<file path="src/rtl/mul_arbiter.sv">
// rtl/mul_arbiter.sv - shares one pipelined booth multiplier among NUM_REQ requesters behind a credited response FIFO
// Build option: define MUL_ARB_FIXED_PRIO_EN for strict lowest-index priority; round-robin otherwise.

module mul_arbiter #(
  parameter int  NUM_REQ    = 4,
  parameter int  MUL_LAT    = 5,
  parameter int  FIFO_DEPTH = 8,
  localparam int ID_W       = (NUM_REQ > 1) ? $clog2(NUM_REQ) : 1
) (
  input  logic                  clk,
  input  logic                  rstn,
  input  logic [NUM_REQ-1:0]    req_valid,
  output logic [NUM_REQ-1:0]    req_ready,
  input  logic [32*NUM_REQ-1:0] req_a,
  input  logic [32*NUM_REQ-1:0] req_b,
  output logic [31:0]           mul_a,
  output logic [31:0]           mul_b,
  input  logic [63:0]           mul_result,
  output logic                  rsp_valid,
  input  logic                  rsp_ready,
  output logic [ID_W-1:0]       rsp_id,
  output logic [63:0]           rsp_result
);

  localparam int          PTR_W   = (FIFO_DEPTH > 1) ? $clog2(FIFO_DEPTH) : 1;
  localparam int          CNT_W   = $clog2(FIFO_DEPTH + 1);
  localparam logic [31:0] DEPTH_U = FIFO_DEPTH;
  localparam logic [31:0] NUM_U   = NUM_REQ;

  logic [ID_W-1:0]  grant_id;
  logic             grant_found;
  logic             accept;
  logic             credit_ok;
  logic [31:0]      inflight_count;
  logic [31:0]      sel_a;
  logic [31:0]      sel_b;

  logic [MUL_LAT:0] trk_v;
  logic [ID_W-1:0]  trk_id [MUL_LAT+1];

  logic [63:0]      fifo_res [FIFO_DEPTH];
  logic [ID_W-1:0]  fifo_id  [FIFO_DEPTH];
  logic [PTR_W-1:0] rd_ptr;
  logic [PTR_W-1:0] wr_ptr;
  logic [CNT_W-1:0] fifo_count;
  logic             push;
  logic             pop;

  function automatic logic [PTR_W-1:0] next_ptr(input logic [PTR_W-1:0] p);
    return (p == PTR_W'(FIFO_DEPTH - 1)) ? '0 : p + 1'b1;
  endfunction

  // Every accepted request owns one FIFO slot from acceptance until it is popped,
  // so counting in-flight plus queued entries makes overflow impossible.
  assign inflight_count = 32'($countones(trk_v));
  assign credit_ok      = (32'(fifo_count) + inflight_count) < DEPTH_U;

`ifdef MUL_ARB_FIXED_PRIO_EN
  always_comb begin
    grant_found = 1'b0;
    grant_id    = '0;
    for (int i = NUM_REQ - 1; i >= 0; i--) begin
      if (req_valid[i]) begin
        grant_found = 1'b1;
        grant_id    = ID_W'(i);
      end
    end
  end
`else
  logic [ID_W-1:0] last_grant;
  logic [ID_W-1:0] rr_idx;

  // Search begins one past the previous winner so every requester gets a turn.
  always_comb begin
    grant_found = 1'b0;
    grant_id    = '0;
    rr_idx      = '0;
    for (int k = 1; k <= NUM_REQ; k++) begin
      rr_idx = ID_W'((32'(last_grant) + 32'(k)) % NUM_U);
      if (!grant_found && req_valid[rr_idx]) begin
        grant_found = 1'b1;
        grant_id    = rr_idx;
      end
    end
  end

  always_ff @(posedge clk or negedge rstn) begin
    if (!rstn) begin
      last_grant <= ID_W'(NUM_REQ - 1);
    end else if (accept) begin
      last_grant <= grant_id;
    end
  end
`endif

  assign accept = rstn && credit_ok && grant_found;

  always_comb begin
    req_ready = '0;
    sel_a     = '0;
    sel_b     = '0;
    for (int i = 0; i < NUM_REQ; i++) begin
      if (grant_id == ID_W'(i)) begin
        req_ready[i] = accept;
        sel_a        = req_a[32*i +: 32];
        sel_b        = req_b[32*i +: 32];
      end
    end
  end

  always_ff @(posedge clk or negedge rstn) begin
    if (!rstn) begin
      mul_a <= '0;
      mul_b <= '0;
    end else if (accept) begin
      mul_a <= sel_a;
      mul_b <= sel_b;
    end
  end

  // One stage per cycle of multiplier latency plus the result-capture stage.
  always_ff @(posedge clk or negedge rstn) begin
    if (!rstn) begin
      trk_v <= '0;
      for (int s = 0; s <= MUL_LAT; s++) begin
        trk_id[s] <= '0;
      end
    end else begin
      trk_v     <= {trk_v[MUL_LAT-1:0], accept};
      trk_id[0] <= grant_id;
      for (int s = 1; s <= MUL_LAT; s++) begin
        trk_id[s] <= trk_id[s-1];
      end
    end
  end

  assign push      = trk_v[MUL_LAT];
  assign rsp_valid = (fifo_count != '0);
  assign pop       = rsp_valid && rsp_ready;

  always_ff @(posedge clk) begin
    if (push) begin
      fifo_res[wr_ptr] <= mul_result;
      fifo_id[wr_ptr]  <= trk_id[MUL_LAT];
    end
  end

  always_ff @(posedge clk or negedge rstn) begin
    if (!rstn) begin
      rd_ptr     <= '0;
      wr_ptr     <= '0;
      fifo_count <= '0;
    end else begin
      if (push) begin
        wr_ptr <= next_ptr(wr_ptr);
      end
      if (pop) begin
        rd_ptr <= next_ptr(rd_ptr);
      end
      if (push && !pop) begin
        fifo_count <= fifo_count + 1'b1;
      end else if (pop && !push) begin
        fifo_count <= fifo_count - 1'b1;
      end
    end
  end

  // Head is forced to zero when empty so reset and idle outputs read as 0.
  assign rsp_id     = rsp_valid ? fifo_id[rd_ptr]  : '0;
  assign rsp_result = rsp_valid ? fifo_res[rd_ptr] : '0;

endmodule

</file>
<file path="config.mk">
export PLATFORM = sky130hd
export DESIGN_NAME = mul_arbiter
export DESIGN_NICKNAME = d
export VERILOG_FILES = /design/src/rtl/mul_arbiter.sv
export SDC_FILE = /design/constraint.sdc
export NUM_CORES = 1
export LEC_CHECK = 0
export BUFFER_PORTS_ARGS = -buffer_cell sky130_fd_sc_hd__buf_2
export CAP_MARGIN = 40
export CORE_MARGIN = 5
export CORE_UTILIZATION = 50
export DETAILED_ROUTE_END_ITERATION = 6
export PLACE_DENSITY = 0.78
export SYNTH_ARGS = -nofsm -noshare
export SYNTH_HDL_FRONTEND = slang
export SYNTH_SLANG_ARGS = --single-unit
</file>
<file path="constraint.sdc">
create_clock -name clk -period 5.55 [get_ports clk]
set_input_delay 0.2775 -clock clk [delete_from_list [all_inputs] [get_ports clk]]
set_output_delay 0.2775 -clock clk [all_outputs]
set_load 0.03 [all_outputs]
</file>
==> reports/results.ini <==
[detailed_routing]
drc_errors=0
drtAntennaViolNets=0
vias_per_cell=5.928
wire_per_inst_um=26.64
wl_um=71170
num_vias=15840
drtPass1Iterations=5
drt_iter0_markers=1188

[critical_path]
cp.required_ns=5.27
rr_startpoint=trk_v[0]
cp.arrival_ns=4.63
r2r_setup_slack_ns=1.29
r2r_cells=12
critPathLaunch=trk_v[0]
critPathCapture=req_ready[3]
cp-end-kind=output port
r2r_end=mul_b[3]
crit_fanout=41
crit_path_start_kind=register
worstSetupPathType=register to output port

[timing]
skew_ns=0.01646
setup_viol=0
period_share=0.8837
hold_viol=0
worst_pin_slew_ns=0.9410
fin_crit_ns=4.905
relSlewSlack=0.3727
final.setup.tns_ns=0
slew_violations=0
max_freq_mhz=203.9
rsz0062_at_grt=false

[power]
vdd_drop_max_mv=0.5870
power_density_nw_per_um2=540.3
p_leak_nw=11.66
power_mw=17.18

[logic_synthesis]
synth_cell_types=41
yosys-top-cells-area=edfxtp_1 (63%), mux4_2 (12%), dfrtp_1 (9.1%)
syn_nets=1684
async_flop_share=0.1511
syn_area_um2=25300
avgSynthCellArea_um2=18.84
post-synth-top-count-cell=edfxtp_1
synth_commonest_cells=edfxtp_1 (528), mux4_2 (132), dfrtp_1 (92)
synth_top_area_cell=edfxtp_1
yosysWarnings=0
ys.flop_type=edfxtp_1
synth-seq-area-share=0.7199
synth_seq_cells=622
syn_inst=1343
yosysTopAreaCellShare=0.6268
synth_edf_count=528

[layout]
syn2layout_area_growth_pct=25.71
drive_above_1_share=0.3758
fin_area_um2=31800
nNetsFinal=2268

[clock_tree]
clock_latency_ns=0.62
cts_tree=yes
post_cts_buffers=0
cts_made_buffers=61
root_buffer=clkbuf_16
clockBufferDepth=3
cts_resized=0
cts_sinks=622
holdBufCountCts=133
cts.clk_slew.worst_paths_ns=0.07
htreeDepth=2

[global_routing]
grt_pass1_vias=16850
gr-usage-all-layers=0.2536
grt_max_degree=94
grt_pass1_wl_um=106400
antenna_found_initial=31
grt_overflow=0

[outcome]
outcome=completed

[die]
chipWidth_um=234.9
die_area_um2=55190
die_y_um=234.9
initial_utilization=0.5052
num_io_pins=462
coreArea_um2=50070
rows=82

[placed_design]
place_area_um2=28420
gp_congestion=0.9482
dpl.hpwl_um=45740
numPortBuffers=461

[hold_path]
min_path_type=primary input to register

[run]
max_cap_violations=0

[layer usage]
metal	GRT usage	wire length (µm)	vias to the layer above
li1	-	-	6809
met1	0.2982	24880	8051
met2	0.4421	37220	775
met3	0.05570	4924	200
met4	0.1279	4113	4
met5	0	27	-
[worst max-delay path, cell delays in order (launching register included)]
cell and delay [ns]:
dfrtp_1 0.40, fa_1 0.54, inv_1 0.05, fa_1 0.47
inv_1 0.04, ha_1 0.27, a211oi_1 0.26, nor2_1 0.09
or3_4 0.57, inv_1 0.19, and3_2 0.79, buf_2 0.34
[registers in the layout (all words and copies together), names as in the netlist]
register	cells
fifo_count	4
last_grant	2
trk_id	12
mul_b	32
mul_a	32
rd_ptr	3
fifo_res	512
fifo_id	16
trk_v	6
wr_ptr	3
[worst min path at each step]
| stage | end | start | cells past startpoint |
|---|---|---|---|
| 2_1_floorplan | fifo_count[0] | rstn | 0 |
| 5_1_grt | mul_b[26] | req_b[122] | 2 |
| 3_5_place_dp | mul_b[31] | rstn | 1 |
| 3_3_place_gp | mul_b[31] | rstn | 1 |
| 4_1_cts | mul_b[24] | req_b[120] | 2 |
| 6_report | mul_b[26] | req_b[122] | 2 |
[layout by cell type (no fill, tap or decap), types with 14 or more instances in the layout]
master         count
a221o_1           59
buf_4             29
a211oi_1          60
clkbuf_16         61
buf_2            460
dlygate4sd3_1    133
mux4_2           132
nand2_1           18
edfxtp_1         528
nor2_1            70
mux2i_1           77
clkbuf_1          14
o32ai_1           59
dfrtp_1           89
o21ai_0           64
diode_2           20
[final cells by class]
class                   instances  area, µm²
multi-input cells             603       6634
flip-flops and latches        622      18220
clock buffers                  79       1634
clock inverters                37      369.1
diodes                         20      50.05
inverters                      10      37.54
fillers                      3481      18270
well taps                     672      840.8
repair buffers                629       4014
[logic make-up (layout without fill, tap and decap cells)]
kind of cell | after synthesis | in the layout | share of synthesized area
mux | 213 | 213 | 0.1498
fa+ha+maj | 14 | 14 | 0.007815
simple gates | 115 | 115 | 0.01899
compound gates | 257 | 257 | 0.07948
other cells | 0 | 20 | 0
flops | 622 | 622 | 0.7199
xor+xnor | 4 | 4 | 0.001385
buf+inv | 118 | 755 | 0.02270
[report_power, final]
group / switching, mW / internal (mW)
clock: 1.75 / 2.33
sequential: 0.493 / 5.87
combinational: 4.16 / 2.58
[through the flow]
step / std cells / utilization / hold slack [ns] / worst slack (ns)
2_1_floorplan: 1343 / - / -0.01809 / 1.673
3_3_place_gp: 2397 / 0.5647 / 0.2777 / 1.393
3_5_place_dp: 2403 / 0.5675 / 0.2976 / 1.276
4_1_cts: 2652 / 0.6341 / 0.01693 / 0.6002
5_1_grt: 2666 / 0.6348 / 0.002003 / 0.3431
6_report: 2672 / 0.6351 / 0.04811 / 0.6454
Power figures use the tool's default switching activity.
